$ cat src/rtl/hazard_scoreboard.sv
// -----------------------------------------------------------------------------
// hazard_scoreboard
// Load-use / control hazard unit for an in-order pipeline whose loads take
// LOAD_LAT cycles after EX before their data can be forwarded, and whose taken
// jumps squash FLUSH_DEPTH consecutive IF/ID slots.
//
// Parameters
//   LOAD_LAT    (1..4) cycles after EX before load data is forwardable
//   FLUSH_DEPTH (1..3) consecutive Flush cycles per accepted jump
//
// Ports
//   clk, rst_n        clock, synchronous active-low reset
//   IDEX_MemRead      instruction in EX is a load
//   IDEX_RegisterRd   destination register of the EX instruction
//   IFID_Register1/2  rs1 / rs2 of the ID instruction
//   B, Jalr           ID instruction is a branch / JALR (operands needed in ID)
//   Jump              control transfer decided in ID this cycle
//   PCWrite           PC update enable            (combinational)
//   IFIDWrite         IF/ID write enable          (combinational)
//   Bolha             insert bubble into ID/EX    (combinational)
//   Flush             squash IF/ID contents       (combinational)
//   stall_cycles      saturating count of stall cycles  (HAZARD_STATS_EN only)
//   flush_cycles      saturating count of flush cycles  (HAZARD_STATS_EN only)
//
// Configuration macro: HAZARD_STATS_EN adds the two statistics counters.
// -----------------------------------------------------------------------------
module hazard_scoreboard #(
    parameter int unsigned LOAD_LAT    = 1,
    parameter int unsigned FLUSH_DEPTH = 1
) (
    input  logic        clk,
    input  logic        rst_n,
    input  logic        IDEX_MemRead,
    input  logic [4:0]  IDEX_RegisterRd,
    input  logic [4:0]  IFID_Register1,
    input  logic [4:0]  IFID_Register2,
    input  logic        B,
    input  logic        Jalr,
    input  logic        Jump,
`ifdef HAZARD_STATS_EN
    output logic [31:0] stall_cycles,
    output logic [31:0] flush_cycles,
`endif
    output logic        PCWrite,
    output logic        IFIDWrite,
    output logic        Bolha,
    output logic        Flush
);

    localparam int unsigned REG_W  = 5;
    localparam int unsigned FCNT_W = 2;

    // Loads that have left EX; index k means k+1 cycles past EX.
    logic [LOAD_LAT-1:0]            q_valid;
    logic [LOAD_LAT-1:0][REG_W-1:0] q_rd;
    logic [FCNT_W-1:0]              fcnt;

    logic hz_general;
    logic hz_branch;
    logic squash;
    logic stall;
    logic jump_accept;

    // Nonzero register that the ID instruction reads.
    function automatic logic reg_match(input logic [REG_W-1:0] x,
                                       input logic [REG_W-1:0] rs1,
                                       input logic [REG_W-1:0] rs2);
        return (x != '0) && ((x == rs1) || (x == rs2));
    endfunction

    // Hazard detection: ALU consumers can take forwarded data once the load
    // reaches the last queue slot; ID-resolved consumers need one cycle more.
    always_comb begin
        hz_general = IDEX_MemRead &&
                     reg_match(IDEX_RegisterRd, IFID_Register1, IFID_Register2);
        hz_branch  = 1'b0;
        for (int k = 0; k < int'(LOAD_LAT); k++) begin
            if (q_valid[k] && reg_match(q_rd[k], IFID_Register1, IFID_Register2)) begin
                hz_branch = 1'b1;
                if (k < int'(LOAD_LAT) - 1) begin
                    hz_general = 1'b1;
                end
            end
        end
        hz_branch = hz_branch && (B || Jalr);
    end

    // Stall/flush decision; squash cycles mask the ID instruction entirely.
    always_comb begin
        squash      = (fcnt != '0);
        stall       = rst_n && !squash && (hz_general || hz_branch);
        jump_accept = rst_n && !squash && !stall && Jump;
        PCWrite     = !stall;
        IFIDWrite   = !stall;
        Bolha       = stall;
        Flush       = rst_n && (squash || jump_accept);
    end

    // Load queue shifts every cycle regardless of ID stalls.
    always_ff @(posedge clk) begin
        if (!rst_n) begin
            q_valid <= '0;
            q_rd    <= '0;
        end else begin
            q_valid[0] <= IDEX_MemRead && (IDEX_RegisterRd != '0);
            q_rd[0]    <= IDEX_RegisterRd;
            for (int k = 1; k < int'(LOAD_LAT); k++) begin
                q_valid[k] <= q_valid[k-1];
                q_rd[k]    <= q_rd[k-1];
            end
        end
    end

    // Remaining flush cycles after the current one.
    always_ff @(posedge clk) begin
        if (!rst_n) begin
            fcnt <= '0;
        end else if (jump_accept) begin
            fcnt <= FCNT_W'(FLUSH_DEPTH - 1);
        end else if (squash) begin
            fcnt <= fcnt - FCNT_W'(1);
        end
    end

`ifdef HAZARD_STATS_EN
    // Saturating event counters.
    always_ff @(posedge clk) begin
        if (!rst_n) begin
            stall_cycles <= '0;
            flush_cycles <= '0;
        end else begin
            if (stall && (stall_cycles != '1)) begin
                stall_cycles <= stall_cycles + 32'd1;
            end
            if (Flush && (flush_cycles != '1)) begin
                flush_cycles <= flush_cycles + 32'd1;
            end
        end
    end
`endif

endmodule
$ cat config.mk
export PLATFORM = sky130hd
export DESIGN_NAME = hazard_scoreboard
export DESIGN_NICKNAME = d
export VERILOG_FILES = /design/src/rtl/hazard_scoreboard.sv
export SDC_FILE = /design/constraint.sdc
export NUM_CORES = 1
export LEC_CHECK = 0
export BUFFER_PORTS_ARGS = -buffer_cell sky130_fd_sc_hd__clkbuf_2
export CORE_MARGIN = 4
export CORE_UTILIZATION = 45
export DETAILED_ROUTE_END_ITERATION = 12
export GPL_ROUTABILITY_DRIVEN = 0
export HOLD_SLACK_MARGIN = 0.03
export PLACE_DENSITY = 0.75
export REMOVE_ABC_BUFFERS = 1
export SETUP_SLACK_MARGIN = 0.1
export SLEW_MARGIN = 10
export SYNTH_ARGS = -nofsm -noshare
export SYNTH_HDL_FRONTEND = slang
export SYNTH_SLANG_ARGS = --single-unit
$ cat constraint.sdc
create_clock -name clk -period 2.7 [get_ports clk]
set_input_delay 0.81 -clock clk [delete_from_list [all_inputs] [get_ports clk]]
set_output_delay 0.81 -clock clk [all_outputs]
set_load 0.005 [all_outputs]
==> results.txt <==
register area share after synthesis = 0.258
worst path required time = 1.89 ns
Clk network pwr share = 0.216
grt met3 use = 0.0199
drt initial violations = 15
CTS tree = built
unrepaired setup endpoints after global routing = yes
post-route cell area = 871 um^2
Via density = 5.22
Yosys warning count = 0
Area Growth Syn to Fin = 40.0%
number of synthesized flops with an enable pin = 0
Max-Cap Viols = 0
FFs w/ async S/R, synth = 0
fin cells = 117
first-pass GRT wire length = 2680 um
Final Skew = 0.00168 ns
Slew Viols, Final = 0
switching power total = 0.144 mW
Hold Vio Cnt, Final = 0
tightest hold margin = 0.487 ns
cell taking the most area after synthesis = xor2_1
critical-path maximum fanout = 3
nets@finish = 126
Clock Latency Late Sink = 0.25 ns
Slew @ Worst Pin = 0.295 ns
Post-DP HPWL = 1200 um
share of post-route cells with drive strength above 1 = 0.451
H-Tree Depth = 1
failing checks = negative setup slack
Worst EP arrival = 2.02 ns
TNS Setup = -0.357 ns
Routed WL per cell = 13.2 um
fin crit share = 1.05
dpl cell area = 776 um^2
# rows = 13
Die ar. = 2040 um^2
critical path capture point type = primary output
root buffer cell = clkbuf_4
Startpoint Class = primary input
drt pass-1 iters = 4
Post-Synthesis Cells = 70
Ports = 25
Final Power = 0.410 mW
Rel. slew slack = 0.803
synthesized flop and latch total = 8
post-route setup slack = -0.128 ns
dpl cells = 110
part of the power in registers = 0.371
Vias = 611
Final setup violation count = 4
CTS Buf Count = 3
kind of critical path = in2out
M1 GR Usage = 0.197
remaining global-route overflow = 0
Synth area leaders = xor2_1 (28%), dfxtp_1 (26%), and2_1 (5.0%)
Post-route DRC = 0
Mapped Area = 622 um^2
Final min period = 2.83 ns
Final ANT Viol Nets = 0
CTS clk-pin slew, worst paths = 0.05 ns
Initial Util = 0.478
DIE HEIGHT = 45.2 um
top cells by count, synth = xor2_1 (20), dfxtp_1 (8), nor2_1 (7)
hold crit path type = reg2reg
initial antenna violation count = 0
outcome = complete, but fails checks
syn avg cell area = 8.88 um^2
clk buf depth = 2
count leader, synth = xor2_1
n_diodes = 0
final wirelength = 1550 um
GRT Max-Usage Layer = met2
grt met2 use = 0.319
share of the synthesized area in the top cell type = 0.282
largest net degree at the start of global routing = 12
total core area = 1300 um^2
Clock Sinks = 8
die extent in x = 45.2 um
P per Cell Area = 471 nW/um^2
Pint = 0.266 mW
Achievable Freq = 354 MHz
number of global-route vias before repair = 647
Unique masters post-synth = 23
Hold-fix buffers, CTS = 0
Post-synth top flop = dfxtp_1
Peak VDD IR = 0.370 mV
PortBufs = 24
switching share of power = 0.350
gr usage total = 0.183
Comb power frac = 0.413
P_leak = 0.395 nW
[registers in the layout, summed over array words and instances (netlist names)]
register	cells
fcnt	2
q_rd	5
q_valid	1
[per-layer routing]
metal,wire length [um],share of wire
met5,0,0
met4,49,0.032
met3,78,0.050
met2,821,0.53
met1,599,0.39
[cells by family after synthesis]
group                    share of synthesized area
AO/OA/AOI/OAI                                0.195
XOR/XNOR                                     0.282
adder cells (fa/ha/maj)                     0.0201
buffers and inverters                       0.0422
flip-flops                                   0.258
AND/OR/NAND/NOR                              0.203
[what timing repair did]
action                                  in CTS  in global routing
endpoints found under the setup margin       4                  4
setup buffers                                4                  0
gates resized for setup                      4                  6
pin swaps                                    4                  4
[worst max-delay path, cell delays in order]
cell and delay, ns:
buf_6 0.09, or4_4 0.54, o21ai_4 0.18, o22ai_2 0.11, and3_1 0.18, buf_2 0.12
[worst paths after layout]
| path | end | slack, ns | start | cells past startpoint |
|---|---|---|---|---|
| worst max-delay path | Bolha | -0.13 | IDEX_RegisterRd[1] | 6 |
| worst min-delay path | fcnt[1]$_SDFFE_PP0P_ | 0.49 | fcnt[1]$_SDFFE_PP0P_ | 2 |
| worst max register to register | fcnt[1]$_SDFFE_PP0P_ | 1.19 | q_rd[1]$_SDFF_PN0_ | 4 |
| worst min register to register | fcnt[1]$_SDFFE_PP0P_ | 0.49 | fcnt[1]$_SDFFE_PP0P_ | 2 |
[power groups by stage]
stage / Clock [mW] / Sequential (mW) / Combinational, mW
finish: 0.0884 / 0.152 / 0.169
global route: 0.0981 / 0.154 / 0.190
global placement: 0 / 0.153 / 0.149
detailed placement: 0 / 0.154 / 0.153
floorplan: 0 / 0.150 / 0.101
CTS: 0.0921 / 0.152 / 0.163
[final cells by class]
type                    count  area, um^2
fillers                   117         430
multi-input cells          56         462
clock buffers               3        22.5
well taps                  15        18.8
flip-flops and latches      8         160
repair buffers             32         196
inverters                   3        11.3
[placed cells by master, fill, tap and decap left out, drive strengths merged]
cell type and n:
xor2 20, inv 3, a32oi 1, o22ai 1, ha 1, o221ai 2, buf 12, clkbuf 23
a21oi 1, dfxtp 8, or4 2, and3 1, nand3 3, and2 5, a22oi 2, nor2 7
o21ai 3, o22a 1, nor3 5, a31oi 1
[through the flow]
step / utilization / worst slack (ns)
floorplan: - / 0.0951
global placement: 0.596 / -0.141
detailed placement: 0.596 / -0.176
CTS: 0.657 / -0.154
global route: 0.669 / -0.192
finish: 0.669 / -0.128
Note: power is estimated with default switching activity, not from simulation.
